File: src/rtl/uart_rx_word.sv
// rtl/uart_rx_word.sv - 8N1 UART receiver assembling two bytes into one 16-bit word
// Low byte arrives first and each byte is LSB first; a stop bit sampled low discards the partial word.
module uart_rx_word #(
   parameter int CLKS_PER_BIT = 5208,
   parameter int TIMEOUT_BITS = 20
) (
   input  logic        clk,
   input  logic        rst,
   input  logic        rx,
   output logic [15:0] rxData,
   output logic        rxValid,
   output logic        rxFrameErr,
   output logic        rxBusy
);

   localparam int CNT_W     = (CLKS_PER_BIT > 1) ? $clog2(CLKS_PER_BIT) : 1;
   localparam int TO_CYCLES = TIMEOUT_BITS * CLKS_PER_BIT;
   localparam int TO_W      = $clog2(TO_CYCLES + 1);

   localparam logic [CNT_W-1:0] HALF_M1 = CNT_W'(CLKS_PER_BIT / 2 - 1);
   localparam logic [CNT_W-1:0] FULL_M1 = CNT_W'(CLKS_PER_BIT - 1);
   localparam logic [TO_W-1:0]  TO_M1   = TO_W'(TO_CYCLES - 1);

   typedef enum logic [2:0] {
      S_IDLE,
      S_START,
      S_DATA,
      S_STOP,
      S_BREAK
   } state_t;

   state_t            state_q, state_d;
   logic              rx_meta_q, rx_s_q;
   logic [CNT_W-1:0]  cnt_q, cnt_d;
   logic [2:0]        bit_q, bit_d;
   logic [7:0]        shift_q, shift_d;
   logic [7:0]        low_q, low_d;
   logic              idx_q, idx_d;
   logic [TO_W-1:0]   to_q, to_d;
   logic [15:0]       data_q, data_d;
   logic              valid_q, valid_d;
   logic              ferr_q, ferr_d;
   logic              busy_q, busy_d;

   logic start_smp, bit_smp, stop_smp, timeout_hit;

   assign start_smp   = (state_q == S_START) && (cnt_q == HALF_M1);
   assign bit_smp     = (state_q == S_DATA)  && (cnt_q == FULL_M1);
   assign stop_smp    = (state_q == S_STOP)  && (cnt_q == FULL_M1);
   assign timeout_hit = (state_q == S_IDLE)  && idx_q && (to_q == TO_M1);

   always_ff @(posedge clk) begin
      if (!rst) begin
         state_q   <= S_IDLE;
         rx_meta_q <= 1'b1;
         rx_s_q    <= 1'b1;
         cnt_q     <= '0;
         bit_q     <= '0;
         shift_q   <= '0;
         low_q     <= '0;
         idx_q     <= 1'b0;
         to_q      <= '0;
         data_q    <= '0;
         valid_q   <= 1'b0;
         ferr_q    <= 1'b0;
         busy_q    <= 1'b0;
      end else begin
         state_q   <= state_d;
         rx_meta_q <= rx;
         rx_s_q    <= rx_meta_q;
         cnt_q     <= cnt_d;
         bit_q     <= bit_d;
         shift_q   <= shift_d;
         low_q     <= low_d;
         idx_q     <= idx_d;
         to_q      <= to_d;
         data_q    <= data_d;
         valid_q   <= valid_d;
         ferr_q    <= ferr_d;
         busy_q    <= busy_d;
      end
   end

   always_comb begin
      state_d = state_q;
      case (state_q)
         S_IDLE:  if (!rx_s_q) state_d = S_START;
         S_START: if (start_smp) state_d = rx_s_q ? S_IDLE : S_DATA;
         S_DATA:  if (bit_smp && (bit_q == 3'd7)) state_d = S_STOP;
         S_STOP:  if (stop_smp) state_d = rx_s_q ? S_IDLE : S_BREAK;
         S_BREAK: if (rx_s_q) state_d = S_IDLE;
         default: state_d = S_IDLE;
      endcase
   end

   always_comb begin
      cnt_d   = '0;
      bit_d   = '0;
      shift_d = shift_q;
      low_d   = low_q;
      idx_d   = idx_q;
      to_d    = '0;
      data_d  = data_q;
      valid_d = 1'b0;
      ferr_d  = 1'b0;
      busy_d  = busy_q;

      // Baud counter restarts on every state change and wraps each bit period.
      if ((state_d == state_q) &&
          ((state_q == S_START) || (state_q == S_DATA) || (state_q == S_STOP)))
         cnt_d = (cnt_q == FULL_M1) ? '0 : cnt_q + 1'b1;

      case (state_q)
         S_IDLE: begin
            if (idx_q && !timeout_hit)
               to_d = to_q + 1'b1;
            if (timeout_hit) begin
               idx_d  = 1'b0;
               busy_d = 1'b0;
            end
            if (!rx_s_q) begin
               to_d   = '0;
               busy_d = 1'b1;
            end
         end
         S_START: begin
            if (start_smp && rx_s_q)
               busy_d = idx_q;
         end
         S_DATA: begin
            bit_d = bit_q;
            if (bit_smp) begin
               shift_d = {rx_s_q, shift_q[7:1]};
               bit_d   = bit_q + 3'd1;
            end
         end
         S_STOP: begin
            if (stop_smp) begin
               if (rx_s_q && !idx_q) begin
                  low_d = shift_q;
                  idx_d = 1'b1;
               end else if (rx_s_q) begin
                  data_d  = {shift_q, low_q};
                  valid_d = 1'b1;
                  idx_d   = 1'b0;
                  busy_d  = 1'b0;
               end else begin
                  ferr_d = 1'b1;
                  idx_d  = 1'b0;
                  busy_d = 1'b0;
               end
            end
         end
         default: ;
      endcase
   end

   assign rxData     = data_q;
   assign rxValid    = valid_q;
   assign rxFrameErr = ferr_q;
   assign rxBusy     = busy_q;

endmodule

File: config.mk
export PLATFORM = sky130hd
export DESIGN_NAME = uart_rx_word
export DESIGN_NICKNAME = d
export VERILOG_FILES = /design/src/rtl/uart_rx_word.sv
export SDC_FILE = /design/constraint.sdc
export NUM_CORES = 1
export LEC_CHECK = 0
export BUFFER_PORTS_ARGS = -buffer_cell sky130_fd_sc_hd__buf_2
export CORE_MARGIN = 1.5
export CORE_UTILIZATION = 55
export DETAILED_ROUTE_END_ITERATION = 8
export HOLD_SLACK_MARGIN = 0.06
export PLACE_DENSITY = 0.74
export SLEW_MARGIN = 20
export SYNTH_ARGS = -nofsm -noshare
export SYNTH_HDL_FRONTEND = slang
export SYNTH_SLANG_ARGS = --single-unit
File: constraint.sdc
create_clock -name clk -period 3.9 [get_ports clk]
set_input_delay 0.195 -clock clk [delete_from_list [all_inputs] [get_ports clk]]
set_output_delay 0.195 -clock clk [all_outputs]
set_load 0.03 [all_outputs]
==> impl_metrics.tcl <==
set metrics [dict create \
    post-route-util 0.629 \
    slew_headroom 0.572 \
    io_buffers 21 \
    synth_xor_area_frac 0.0754 \
    cts_resized 0 \
    clk_transition_reported_paths_ps 80 \
    syn_inst 352 \
    place_congestion 0.810 \
    clk_latency_ps 360 \
    synth_adder_area_share 0.0160 \
    finalHoldViolations 0 \
    min_period_over_period 0.522 \
    antenna_found_initial 0 \
    period_minus_slack_ps 2040 \
    grt_pass1_wl_um 9800 \
    max_freq_mhz 491 \
    setup_slack_ps 1860 \
    syn_area_um2 3130 \
    clock-skew-final_ps 12.7 \
    first_pass_iters 4 \
    ios 22 \
    diodes 0 \
    num-fill-cells 479 \
    leakagePower_nw 1.34 \
    yosysWarnings 0 \
    cts_htree_levels 3 \
    worst_pin_slew_ps 642 \
    drv_cap 0 \
    cts_tree "done" \
    synth_top_family_by_area "simple AND/OR/NAND/NOR gates" \
    place_hpwl_um 3750 \
    ant_nets 0 \
    ys.flop_type "dfxtp_1" \
    synth-seq-area-share 0.473 \
    timing.final.max_slew_violations 0 \
    wl_per_cell_um 12.6 \
    dr_total_vias 2325 \
    status "complete, no violations" \
    synth_cell_type_count 41 \
    grt_pass1_vias 2140 \
    num-nets-final 377 \
    powerDensity_nw_per_um2 402 \
    fp.dieArea_um2 6160 \
    vdd_drop_max_uv 346 \
    layout-drive-gt1-share 0.120 \
    coreArea_um2 5510 \
    cts_setup_buffers 0 \
    ys_ff_latch 74 \
    synthSimpleGateAreaFrac 0.275 \
    final_common_cell "dfxtp_1" \
    fin_area_um2 3470 \
    hold_class "input port to flip-flop" \
    cts_inserted_buffers 9 \
    start_util 0.569 \
    grt_use_total 0.204 \
    synth_mux_area_frac 0.0766 \
    cp_max_fo 8 \
    critPathLaunchType "flip-flop" \
    required_ps 4180 \
    pre_cts_ws_ps 1700 \
    grt_max_degree 39 \
    mostFrequentLayoutCells "dfxtp_1 (74), nand2_1 (72), nor2_1 (48)" \
    setup-violations-final 0 \
    grt_overflow 0 \
    route.detailed.drc 0 \
    crit_arrival_ps 2320 \
    drt-total-wl_um 5620 \
    die_w_um 78.5 \
    syn_nets 359 \
    initialDrtViolationCount 76 \
    ys_async_sr_fraction 0 \
    cts_root_buffer "clkbuf_8" \
    areaGrowthSynthToFinish_pct 10.6 \
    clkSinkCount 74 \
    crit_type "flip-flop to flip-flop" \
    fin_hold_ws_ps 333 \
    end_kind "flip-flop" \
    rsz0062_at_grt "no" \
    placementRows 27 \
    place_area_um2 3250 \
    detail_route.vias_per_cell 5.20 \
    cts_buffer_depth 2 \
    synth_compound_gate_area_share 0.0519 \
    synth_edf_count 0 \
    setup_tns_ps 0 \
    die_h_um 78.5 \
    synth.avg_cell_area_um2 8.90 \
]
## cells in the mapped netlist (2+ instances only)
cell type	count	area, um2
and4b_1	3	30.0
inv_1	7	26.3
nand3_1	10	50.1
nor3_1	3	15.0
nor4_1	2	12.5
dfxtp_1	74	1480
ha_1	4	50.1
o21ai_0	3	15.0
and4_1	4	35.0
xor2_1	16	140
or3_1	3	18.8
nand4_1	7	43.8
and3_1	9	56.3
buf_2	6	30.0
clkbuf_1	7	26.3
nand2_1	72	270
nor2_1	48	180
o211ai_1	2	15.0
a211oi_1	2	15.0
xnor2_1	11	96.3
a21oi_1	13	65.1
mux2i_1	24	240
nand2b_1	3	18.8
and4bb_2	2	25.0
## layout make-up
| cell class | count | area (um2) | share of cell area |
|---|---|---|---|
| Tap cell | 72 | 90.1 | 0.0260 |
| Clock buffer | 9 | 124 | 0.0357 |
| Inverter | 7 | 26.3 | 0.00758 |
| Clock inverter | 7 | 77.6 | 0.0224 |
| Multi-Input combinational cell | 256 | 1550 | 0.448 |
| Sequential cell | 74 | 1480 | 0.427 |
| Timing Repair Buffer | 22 | 115 | 0.0332 |
## cells by family (layout without fill, tap and decap cells)
| logic type | Yosys count | count (layout) |
|---|---|---|
| XOR/XNOR | 27 | 27 |
| flip-flops | 74 | 74 |
| AND/OR/NAND/NOR | 175 | 175 |
| adder cells (fa/ha/maj) | 4 | 4 |
| AO/OA/AOI/OAI | 26 | 26 |
| multiplexers | 24 | 24 |
| buffers and inverters | 22 | 45 |
## flip-flops by register name (all words and copies together) (netlist names)
name / flops
rxFrameErr: 1
low_q: 8
to_q: 17
rx_meta_q: 1
rxValid: 1
shift_q: 8
cnt_q: 13
idx_q: 1
state_q: 3
rxData: 16
rxBusy: 1
rx_s_q: 1
bit_q: 3
## path summary, 6_finish.rpt
path / to / startpoint / slack, ps / cells after the start
max: low_q[3] / cnt_q[0] / 1860 / 6
min: rx_meta_q / rst / 330 / 2
max reg2reg: low_q[3] / cnt_q[0] / 1860 / 6
min reg2reg: rx_s_q / rx_meta_q / 440 / 1
## stage by stage
stage | total power, mW | instances
floorplan | 0.808 | 352
global placement | 0.814 | 430
detailed placement | 0.815 | 430
CTS | 1.40 | 447
global route | 1.45 | 447
finish | 1.39 | 447
## where the power goes
group | switching (mW) | total, mW | internal, mW
sequential | 0.00624 | 0.764 | 0.758
combinational | 0.0226 | 0.0335 | 0.0109
clock | 0.295 | 0.594 | 0.299
total | 0.323 | 1.39 | 1.07
## timing repair
item                                    CTS  global route
endpoints found under the setup margin    0             0
hold buffers                              1             0
endpoints found under the hold margin     1             0
## routing by layer
layer | GRT usage | vias up | part of all wire
met5 | 0 | - | 0
met3 | 0.0663 | 7 | 0.032
met1 | 0.282 | 1065 | 0.53
li1 | - | 1219 | -
met4 | 0.0750 | 0 | 0.014
met2 | 0.296 | 34 | 0.43
## critical path: stages, from the launching register on
cell	delay [ps]
dfxtp_1	370
ha_1	270
and4b_1	260
nand3_2	100
nor2_4	170
and4_1	560
mux2i_1	240
Note: power is estimated with default switching activity, not from simulation.
